File: src/rtl/mux_rr_nw.sv
// N-channel, W-bit registered valid/ready multiplexer with round-robin or forced-select arbitration.
// Optional packet locking (grant held until in_last) is enabled by defining MUX_RR_LOCK_EN.
module mux_rr_nw #(
   parameter int W = 32,
   parameter int N = 8,
   localparam int SW = $clog2(N)
) (
   input  logic            clk,
   input  logic            rst,
   input  logic [N*W-1:0]  in_data,
   input  logic [N-1:0]    in_valid,
   output logic [N-1:0]    in_ready,
`ifdef MUX_RR_LOCK_EN
   input  logic [N-1:0]    in_last,
`endif
   input  logic            force_en,
   input  logic [SW-1:0]   force_sel,
   output logic [W-1:0]    out_data,
   output logic [SW-1:0]   out_sel,
   output logic            out_last,
   output logic            out_valid,
   input  logic            out_ready
);

   logic [SW-1:0] ptr;
   logic [SW-1:0] grant_idx;
   logic [SW-1:0] rr_cand;
   logic          grant_valid;
   logic          can_load;
   logic          accept;
   logic          lock;

   assign can_load = !out_valid || out_ready;
   assign accept   = grant_valid && can_load && !rst;

   // Search starts just after the last granted channel, so the previous winner has lowest priority.
   always_comb begin
      grant_valid = 1'b0;
      grant_idx   = ptr;
      rr_cand     = ptr;
      if (lock) begin
         grant_valid = in_valid[ptr];
      end else if (force_en) begin
         if (int'(force_sel) < N) begin
            if (in_valid[force_sel]) begin
               grant_valid = 1'b1;
               grant_idx   = force_sel;
            end
         end
      end else begin
         for (int k = 1; k <= N; k++) begin
            rr_cand = SW'((int'(ptr) + k) % N);
            if (!grant_valid && in_valid[rr_cand]) begin
               grant_valid = 1'b1;
               grant_idx   = rr_cand;
            end
         end
      end
   end

   always_comb begin
      in_ready = '0;
      for (int i = 0; i < N; i++) begin
         if (grant_valid && (grant_idx == SW'(i)) && can_load && !rst) begin
            in_ready[i] = 1'b1;
         end
      end
   end

   always_ff @(posedge clk) begin
      if (rst) begin
         out_valid <= 1'b0;
         out_data  <= '0;
         out_sel   <= '0;
         ptr       <= SW'(N - 1);
      end else if (accept) begin
         out_valid <= 1'b1;
         out_data  <= in_data[int'(grant_idx)*W +: W];
         out_sel   <= grant_idx;
         ptr       <= grant_idx;
      end else if (out_ready) begin
         out_valid <= 1'b0;
      end
   end

`ifdef MUX_RR_LOCK_EN
   // A beat without in_last opens a packet; the grant then stays on ptr until its last beat.
   always_ff @(posedge clk) begin
      if (rst) begin
         lock     <= 1'b0;
         out_last <= 1'b0;
      end else if (accept) begin
         lock     <= !in_last[grant_idx];
         out_last <= in_last[grant_idx];
      end
   end
`else
   assign lock     = 1'b0;
   assign out_last = 1'b0;
`endif

endmodule
File: config.mk
export PLATFORM = sky130hd
export DESIGN_NAME = mux_rr_nw
export DESIGN_NICKNAME = d
export VERILOG_FILES = /design/src/rtl/mux_rr_nw.sv
export SDC_FILE = /design/constraint.sdc
export NUM_CORES = 1
export LEC_CHECK = 0
export BUFFER_PORTS_ARGS = -buffer_cell sky130_fd_sc_hd__buf_2
export CAP_MARGIN = 5
export CORE_AREA = 2 2 124 126
export DETAILED_ROUTE_END_ITERATION = 8
export DIE_AREA = 0 0 126 128
export GPL_TIMING_DRIVEN = 1
export PLACE_DENSITY_LB_ADDON = 0.12
export SYNTH_ARGS = -nofsm -noshare
export SYNTH_HDL_FRONTEND = slang
export SYNTH_SLANG_ARGS = --single-unit
export TNS_END_PERCENT = 1
File: constraint.sdc
create_clock -name clk -period 4.7 [get_ports clk]
set_clock_uncertainty 0.05 [all_clocks]
set_input_delay 0.705 -clock clk [delete_from_list [all_inputs] [get_ports clk]]
set_output_delay 0.705 -clock clk [all_outputs]
set_load 0.01 [all_outputs]
# Word level (Yosys, flattened, before mapping)
# Cells that the tools add are included.
[word_totals]
reg_bits = 39
inputBits = 271
word_cells = 129
[op_classes]
addsub = 8
shift = 1
mux = 55
n_lt_le_gt_ge = 9
n_reduce_logical = 45
eq_ne = 7
[op_table]
columns = ["cell", "count"]
rows = [
  ["256-bit by 9-bit indexed part select with 32-bit output", 1],
  ["3-bit by 4-bit < comparator with 1-bit output (second input constant)", 9],
  ["1-bit 2-to-1 mux", 36],
  ["1-bit logical AND", 33],
  ["3-bit 2-to-1 mux", 10],
  ["1-bit binary-select mux with 3-bit select", 9],
  ["3-bit adder (second input constant)", 4],
  ["3-bit equality test (second input constant)", 4],
  ["1-bit zero test", 9],
  ["3-bit by 1-bit adder with 3-bit output (second input constant)", 2],
  ["3-bit by 2-bit adder with 3-bit output (second input constant)", 2],
  ["3-bit by 2-bit equality test with 1-bit output (second input constant)", 2],
  ["3-bit by 1-bit equality test with 1-bit output (second input constant)", 1],
  ["3-bit zero test", 1],
  ["2-bit nonzero test", 1],
  ["1-bit logical OR", 1],
]

# Logic depth before layout (Yosys ltp)
# Gate-level depths: netlist (run 1).
[depth]
word_depth = 38
mapped_depth = 18
mapped_depth_nobuf = 11

# Worst setup path after synthesis (run 1)
# OpenSTA, ideal clock, no wires.
[synth_path]
path_type = "reg-to-output"
startpoint = "register ptr[0]"
endpoint = "output port in_ready[0]"
stages_incl_launch_ff = 16
t_arrival_ps = 4416
t_required_ps = 3945
path_slack_ps = -471
path_buffers = 6
cell_sequence = "dfxtp_1 clkbuf_1 inv_1 buf_1 ha_1 buf_1 mux4_2 mux2i_1 mux2_2 a211o_1 o21a_1 buf_2 buf_6 clkbuf_1 or3_1 nor2_1"
[synth_between]
elab_chain_len = 38
elab_cells_between_ends = 69
cone_classes = "8 x add/sub; 43 x mux; 18 x reduce/logical"
[synth_lines]
columns = ["element", "line_no", "rtl"]
rows = [
  ["start: declaration", "25", "logic [SW-1:0] ptr;"],
  ["start signal: assignment", "75", "ptr <= SW'(N - 1);"],
  ["start signal: assignment", "80", "ptr <= grant_idx;"],
  ["3-bit by 1-bit adder with 3-bit output", "52", "rr_cand = SW'((int'(ptr) + k) % N);"],
  ["1-bit binary-select mux with 3-bit select", "53", "if (!grant_valid && in_valid[rr_cand]) begin"],
  ["1-bit 2-to-1 mux (implied by the code)", "53", ""],
  ["1-bit 2-to-1 mux", "53", ""],
  ["1-bit 2-to-1 mux", "43", "end else if (force_en) begin"],
  ["1-bit zero test", "53", ""],
  ["1-bit logical AND", "53", ""],
  ["1-bit 2-to-1 mux", "53", ""],
  ["[... 20 more ...]", "n/a", ""],
  ["1-bit 2-to-1 mux", "43", ""],
  ["1-bit zero test", "53", ""],
  ["1-bit logical AND", "53", ""],
  ["3-bit 2-to-1 mux", "53", ""],
  ["3-bit 2-to-1 mux", "43", ""],
  ["3-bit zero test", "64", "if (grant_valid && (grant_idx == SW'(i)) && can_load && !rst) begin"],
  ["1-bit logical AND * (3 in a row)", "64", ""],
  ["1-bit 2-to-1 mux *", "64", ""],
  ["end: declaration", "12", "output logic [N-1:0] in_ready,"],
]
# Mark *: on every way between the ends. The rest lies on a longest branch, timed or not. The select of a mux whose other input is x is not followed.

# Final worst setup path (run 1)
[layout_path]
startpoint = "register ptr[0]"
endpoint = "output port in_ready[1]"
[layout_between]
elab_chain_len = 38
elab_cells_between_ends = 69
cone_classes = "8 x add/sub; 1 x eq/ne; 43 x mux; 17 x reduce/logical"
[layout_lines]
columns = ["element", "line_no"]
rows = [
  ["3-bit by 1-bit adder with 3-bit output", "52"],
  ["1-bit binary-select mux with 3-bit select", "53"],
  ["1-bit 2-to-1 mux (implied by the code)", "53"],
  ["1-bit 2-to-1 mux", "53"],
  ["1-bit 2-to-1 mux", "43"],
  ["1-bit zero test", "53"],
  ["1-bit logical AND", "53"],
  ["1-bit 2-to-1 mux", "53"],
  ["[... 20 more ...]", "n/a"],
  ["1-bit 2-to-1 mux", "43"],
  ["1-bit zero test", "53"],
  ["1-bit logical AND", "53"],
  ["3-bit 2-to-1 mux", "53"],
  ["3-bit 2-to-1 mux", "43"],
  ["3-bit by 1-bit equality test with 1-bit output", "64"],
  ["1-bit logical AND * (3 in a row)", "64"],
  ["1-bit 2-to-1 mux *", "64"],
]
# Marked as above.

==> summary.md, run 1 <==
| Metric | Value |
|---|---|
| Worst Path Buf+Inv | `2` |
| Top cells by count, synth | `inv_1, a211oi_1, a31oi_1` |
| DR pass1 iterations | `5` |
| Wire per inst | `19.0 um` |
| CP Class | `flip-flop to primary output` |
| Fin crit share | `0.939` |
| Static leakage | `3.34 nW` |
| Worst path max stage delay | `390 ps` |
| CTS buffer count | `5` |
| ANT nets after route | `0` |
| CTS tree | `yes` |
| Yosys warns | `0` |
| GRT overflow | `0` |
| Max_cap viols | `0` |
| I/O pin cnt | `316` |
| Largest area contributor in the netlist | `dfxtp_1` |
| RR Startpoint | `ptr[1]$_SDFFE_PP1P_` |
| Area fraction of the dominant cell type after synthesis | `0.160` |
| Clock latency at the later pin of the worst-skew pair | `280 ps` |
| Worst EP required | `3940 ps` |
| Gr usage total | `0.245` |
| CTS Sinks | `39` |
| Avg Cell Area, Syn | `7.38 sq um` |
| RR Endpoint | `out_data[21]$_SDFFE_PP0P_` |
| Final Max Slew Viols | `0` |
| First-pass GRT wire length | `32100 um` |
| Port bufs | `314` |
| DRC | `0` |
| Starting Density | `0.328` |
| RSZ-0062 raised after global routing | `no` |
| Post-route cell area | `0.00675 sq mm` |
| Worst R2R Setup Slack | `590 ps` |
| CTS root buf | `clkbuf_16` |
| Synth top area cells | `dfxtp_1, a211oi_1, mux2i_1, a31oi_1, mux4_2` |
| Setup TNS | `0 ps` |
| Crit end category | `primary output` |
| Syn-to-layout area delta | `38.5%` |
| Initial antenna violation count | `0` |
| Vias per inst | `5.72` |
| Worst-margin pin slew | `724 ps` |
| Worst Hold Path EP | `out_sel[2]$_SDFFE_PP0P_` |
| Syn Inst Count | `660` |
| Pin count of the biggest net entering global routing | `97` |
| PwrDens | `399 mW/mm^2` |
| Post-CTS Setup Inserts | `0` |
| Main flop type after synthesis | `dfxtp_1` |
| 1st-iter DRT viols | `562` |
| Final Wtd Congestion | `0.947` |
| Site Rows | `45` |
| DIE AREA | `0.0161 sq mm` |
| DP HPWL | `15600 um` |
| # hold bufs at CTS | `0` |
| Number of synthesized flops with an enable pin | `0` |
| Hold path depth | `2` |
| Top delay family on crit path | `multiplexers` |
| Core footprint | `0.0149 sq mm` |
| Worst Hold Class | `flip-flop to flip-flop` |
| Worst r2r path cells | `13` |
| CP max FO | `17` |
| Crit path time final | `4420 ps` |
| #FFs+latches synth | `39` |
| Crit start category | `flip-flop` |
| H-Tree Depth | `2` |
| Seq/Total Area, Yosys | `0.160` |
| Nets | `1191` |
| Fmax | `0.226 GHz` |
| Worst vdd ir | `217 uV` |
| Post-Route WL | `21100 um` |
| Status | `completed` |
| Dpl cell area | `0.00659 sq mm` |
| Post-synthesis net count | `933` |
| Vias | `6343` |
| Final hold vios | `0` |
| Clock Path Buffers | `2` |
| Setup violations, final | `0` |
| Hold WS | `415 ps` |
| Die Ht | `128 um` |
| Worst endpoint data arrival time | `3660 ps` |
| Cell area after synthesis | `0.00487 sq mm` |
| DIE WIDTH | `126 um` |
| Slowest stage cell, crit path | `mux4_2` |
| Worst-path cell chain | `buf_4 -> ha_1 -> xnor2_2 -> mux4_2 -> mux2i_4 -> mux2_2 -> a211o_1 -> o21a_4 -> or3_1 -> nor2_1 -> buf_2` |
| Clk pin slew, worst setup/hold paths | `60 ps` |
| Vias in the first global route | `5893` |
| Post-synth ARST share | `0` |
| Most frequent cell after synthesis | `inv_1` |
| Netlist cell types | `50` |
| Max transition margin | `0.517` |
| Fraction of layout cells with a size suffix above 1 | `0.412` |
| Hold Path Origin | `out_sel[2]$_SDFFE_PP0P_` |
-- worst max-delay path by stage --
stage | start | to | depth (start not counted)
6_report | ptr[0]$_SDFFE_PP1P_ | in_ready[1] | 11
5_1_grt | ptr[0]$_SDFFE_PP1P_ | in_ready[1] | 11
4_1_cts | ptr[0]$_SDFFE_PP1P_ | in_ready[0] | 11
3_5_place_dp | ptr[0]$_SDFFE_PP1P_ | in_ready[1] | 11
3_3_place_gp | ptr[0]$_SDFFE_PP1P_ | in_ready[1] | 11
2_1_floorplan | ptr[1]$_SDFFE_PP1P_ | in_ready[0] | 16
-- sequential cells by signal, indices dropped and copies added, names as in the netlist --
register / cells
out_data: 32
out_sel: 3
ptr: 3
out_valid: 1
-- area by class of cell --
type | instances | area [sq um]
Timing Repair Buffer | 334 | 1750
Sequential cell | 39 | 781
Clock buffer | 5 | 125
Inverter | 67 | 251
Multi-Input combinational cell | 471 | 3590
Clock inverter | 2 | 13.8
Antenna cell | 2 | 5.00
Fill cell | 1590 | 8110
Tap cell | 188 | 235
-- routing by layer --
metal | vias up | GRT usage | share of wire
li1 | 3072 | - | -
met1 | 2975 | 0.328 | 0.43
met2 | 276 | 0.413 | 0.49
met3 | 20 | 0.0401 | 0.067
met4 | 0 | 0.0582 | 0.014
met5 | - | 0 | 0
-- logic make-up after synthesis --
group	Yosys count	share of synthesized area
compound gates	270	0.392
buf+inv	150	0.125
simple gates	126	0.129
mux	68	0.181
flops	39	0.160
xor+xnor	4	0.00719
fa+ha+maj	2	0.00514
other cells	1	0.000770
-- metrics by stage --
stage / total power, mW / setup WS [ps] / instances / utilization
after floorplan: 1.77 / 34.0 / 660 / -
after global placement: 2.37 / 401 / 1099 / 0.443
after detailed placement: 2.35 / 412 / 1099 / 0.443
after CTS: 2.70 / 92.8 / 1106 / 0.452
after global routing: 2.90 / 106 / 1106 / 0.454
final: 2.69 / 284 / 1108 / 0.454
-- where the power goes --
part / switching (mW) / leakage, nW / internal [mW]
clock: 0.141 / 0.0697 / 0.194
combinational: 1.08 / 2.94 / 0.758
sequential: 0.0653 / 0.324 / 0.451
-- repair_timing --
action,4_1_cts,5_1_grt
hold endpoints to repair,0,0
setup endpoints to repair,0,8
resized for setup,0,4
-- worst register-to-register path: cells and delay by family (launching register included) --
family          cells  cell delay, ps
compound gates      6            1390
mux                 2             750
buf+inv             3             870
fa+ha+maj           1             500
simple gates        1              90
flops               1             350
-- layout by cell type, fill, tap and decap left out, types with 34 or more instances in the layout --
cell and instances:
a211oi_1 65, a21oi_1 45, a31oi_1 64, buf_2 314, dfxtp_1 39, inv_1 67, mux2i_1 43, nand2_1 43
nor4_1 34
Note: power is estimated with default switching activity, not from simulation.
==> inputs of run 2 (changes only) <==
--- a/config.mk
+++ b/config.mk
@@ -13,4 +13,5 @@
 export GPL_TIMING_DRIVEN = 1
 export PLACE_DENSITY_LB_ADDON = 0.12
+export REMOVE_ABC_BUFFERS = 1
 export SYNTH_ARGS = -nofsm -noshare
 export SYNTH_HDL_FRONTEND = slang
==> constraint.sdc (replaced) <==
create_clock -name clk -period 4.7 [get_ports clk]
set_clock_uncertainty 0.05 [all_clocks]
set_input_delay 0.94 -clock clk [delete_from_list [all_inputs] [get_ports clk]]
set_output_delay 0.94 -clock clk [all_outputs]
set_load 0.01 [all_outputs]
==> run 2 against run 1 <==
Against the previous run: combinational power is 2% higher; setup slack worse by 140 ps; count of clock-buffer cells in the layout is 3 higher; critical path depth is 1 lower; worst hold slack better by 9.6 ps; non-clock buffer count is 7 higher; largest power group unchanged.
==> summary.md, run 2 (synthesized netlist as in run 1, its figures left out) <==
| Metric | Value |
|---|---|
| Crit end category | `primary output` |
| CP Class | `input port to primary output` |
| # hold bufs at CTS | `0 (unchanged)` |
| Commonest non-fill, non-tap cell in the layout | `buf_2` |
| Worst Path Buf+Inv | `2 (unchanged)` |
| Gr usage total | `0.258 (+0.0130)` |
| Most frequent cells in the layout | `buf_2, inv_1, a211oi_1` |
| I/O pin cnt | `316 (unchanged)` |
| Status | `completed` |
| Top reg by flops | `out_data` |
| Initial antenna violation count | `5 (+5)` |
| Core footprint | `0.0149 sq mm (unchanged)` |
| Top delay family on crit path | `multiplexers` |
| Hold Path Origin | `out_sel[2]$_SDFFE_PP0P_` |
| Fillers | `1597 (+0.44%)` |
| Final Wtd Congestion | `0.901 (-4.9%)` |
| Hold WS | `425 ps (+9.61 ps)` |
| CTS tree | `yes` |
| GRT overflow | `0 (unchanged)` |
| RR Startpoint | `ptr[0]$_SDFFE_PP1P_` |
| RSZ-0062 raised after global routing | `no` |
| Port bufs | `314 (unchanged)` |
| Pin count of the biggest net entering global routing | `97 (unchanged)` |
| Setup violations, final | `0 (unchanged)` |
| Vias | `6390 (+0.74%)` |
| Worst R2R Setup Slack | `570 ps (-20 ps)` |
| Crit path time final | `4550 ps (+138 ps)` |
| Cell mode on critical path | `buf_2` |
| Sequential Area | `781 sq um (unchanged)` |
| Slowest stage cell, crit path | `mux4_2` |
| Worst path max stage delay | `570 ps (+180 ps)` |
| Static leakage | `3.37 nW (+1.1%)` |
| Die Ht | `128 um (unchanged)` |
| RR Endpoint | `out_data[12]$_SDFFE_PP0P_` |
| Vias in the first global route | `5949 (+0.95%)` |
| Worst r2r path cells | `13 (unchanged)` |
| ANT nets after route | `0 (unchanged)` |
| Site Rows | `45 (unchanged)` |
| Worst Hold Class | `flip-flop to flip-flop` |
| H-Tree Depth | `2 (unchanged)` |
| 1st-iter DRT viols | `472 (-16%)` |
| CTS Sinks | `39 (unchanged)` |
| Fin crit share | `0.969 (+0.0294)` |
| Final Max Slew Viols | `0 (unchanged)` |
| First-pass GRT wire length | `33400 um (+3.9%)` |
| Max transition margin | `0.592 (+0.0740)` |
| Crit start category | `input port` |
| DIE WIDTH | `126 um (unchanged)` |
| Setup TNS | `0 ps (unchanged)` |
| Final hold vios | `0 (unchanged)` |
| Wire per inst | `19.4 um (+1.9%)` |
| Clk pin slew, worst setup/hold paths | `60 ps (about the same)` |
| DR pass1 iterations | `5 (unchanged)` |
| Worst Setup EP | `in_ready[1]` |
| DIE AREA | `0.0161 sq mm (unchanged)` |
| Syn-to-layout area delta | `39.7%` |
| Worst-path cell chain | `buf_2 -> mux2_1 -> mux4_2 -> a31oi_2 -> nand4b_1 -> o41a_1 -> o21a_4 -> or3_4 -> nor2_1 -> buf_2` |
| Post-Route WL | `21700 um (+2.9%)` |
| Largest regs | `out_data x32, out_sel x3, ptr x3` |
| PwrDens | `406 mW/mm^2 (+1.7%)` |
| Worst EP required | `3710 ps (-230 ps)` |
| Worst vdd ir | `219 uV (+0.96%)` |
| Vias per inst | `5.72 (-0.16%)` |
| Hold path depth | `2 (unchanged)` |
| Max_cap viols | `0 (unchanged)` |
| Clock Path Buffers | `2 (unchanged)` |
| Nets | `1198 (+0.59%)` |
| Fraction of layout cells with a size suffix above 1 | `0.416 (+0.00400)` |
| DRC | `0 (unchanged)` |
| CTS buffer count | `5 (unchanged)` |
| Crit path launch | `in_valid[2]` |
| Starting Density | `0.328 (unchanged)` |
| Crit path depth | `10 (-1)` |
| Fmax | `0.220 GHz (-3.0%)` |
| Max FFs per register | `32 (unchanged)` |
| Worst endpoint data arrival time | `3560 ps (-100 ps)` |
| Clock latency at the later pin of the worst-skew pair | `280 ps (about the same)` |
| Worst-margin pin slew | `613 ps (-111 ps)` |
| CTS root buf | `clkbuf_16` |
| DP HPWL | `15800 um (+1.6%)` |
| CP max FO | `8 (-9)` |
| Multi-input logic area | `0.00357 sq mm (-0.49%)` |
-- run 2: stage by stage --
step | setup slack (ps) | util | total power, mW | instance area, sq um | cells
floorplan | -5450 | - | 1.72 | 4510 | 577
global placement | 113 | 0.445 | 2.39 | 6610 | 1106
global route | 5.92 | 0.458 | 2.97 | 6800 | 1116
detailed placement | 108 | 0.445 | 2.38 | 6610 | 1106
CTS | 15.0 | 0.455 | 2.76 | 6770 | 1114
finish | 146 | 0.458 | 2.76 | 6810 | 1118
-- run 2: worst min path at each step --
stage,endpoint
finish,out_sel[2]$_SDFFE_PP0P_
global route,out_data[11]$_SDFFE_PP0P_
CTS,out_sel[2]$_SDFFE_PP0P_
detailed placement,out_sel[2]$_SDFFE_PP0P_
global placement,out_sel[2]$_SDFFE_PP0P_
floorplan,out_sel[2]$_SDFFE_PP0P_
-- run 2: cell type report --
class / instances / area share
Inverter: 67 / 0.0369
Timing Repair Buffer: 341 / 0.264
Sequential cell: 39 / 0.115
Antenna cell: 4 / 0.00147
Clock buffer: 8 / 0.0230
Tap cell: 188 / 0.0346
Multi-Input combinational cell: 471 / 0.525
-- run 2: repair_timing --
| item | CTS | global route |
|---|---|---|
| resized for setup | 0 | 6 |
| endpoints found under the hold margin | 0 | 0 |
| setup endpoints to repair | 0 | 8 |
| buffers inserted | 0 | 0 |
-- run 2: power by group --
part / internal [mW] / switching, mW / total [mW]
combinational: 0.777 / 1.10 / 1.88
clock: 0.226 / 0.141 / 0.368
sequential: 0.451 / 0.0655 / 0.516
-- run 2: tightest hold or removal path, delay by kind of cell, from the launching register on --
family,cells,cell delay (ps)
flip-flops,1,320
AND/OR/NAND/NOR,1,60
AO/OA/AOI/OAI,1,50
-- run 2: routing by layer --
layer,GRT usage,vias up,routed length [um]
li1,-,3086,-
met1,0.337,3045,9130
met2,0.444,234,11000
met3,0.0484,23,1230
met4,0.0543,2,309
met5,0,-,13
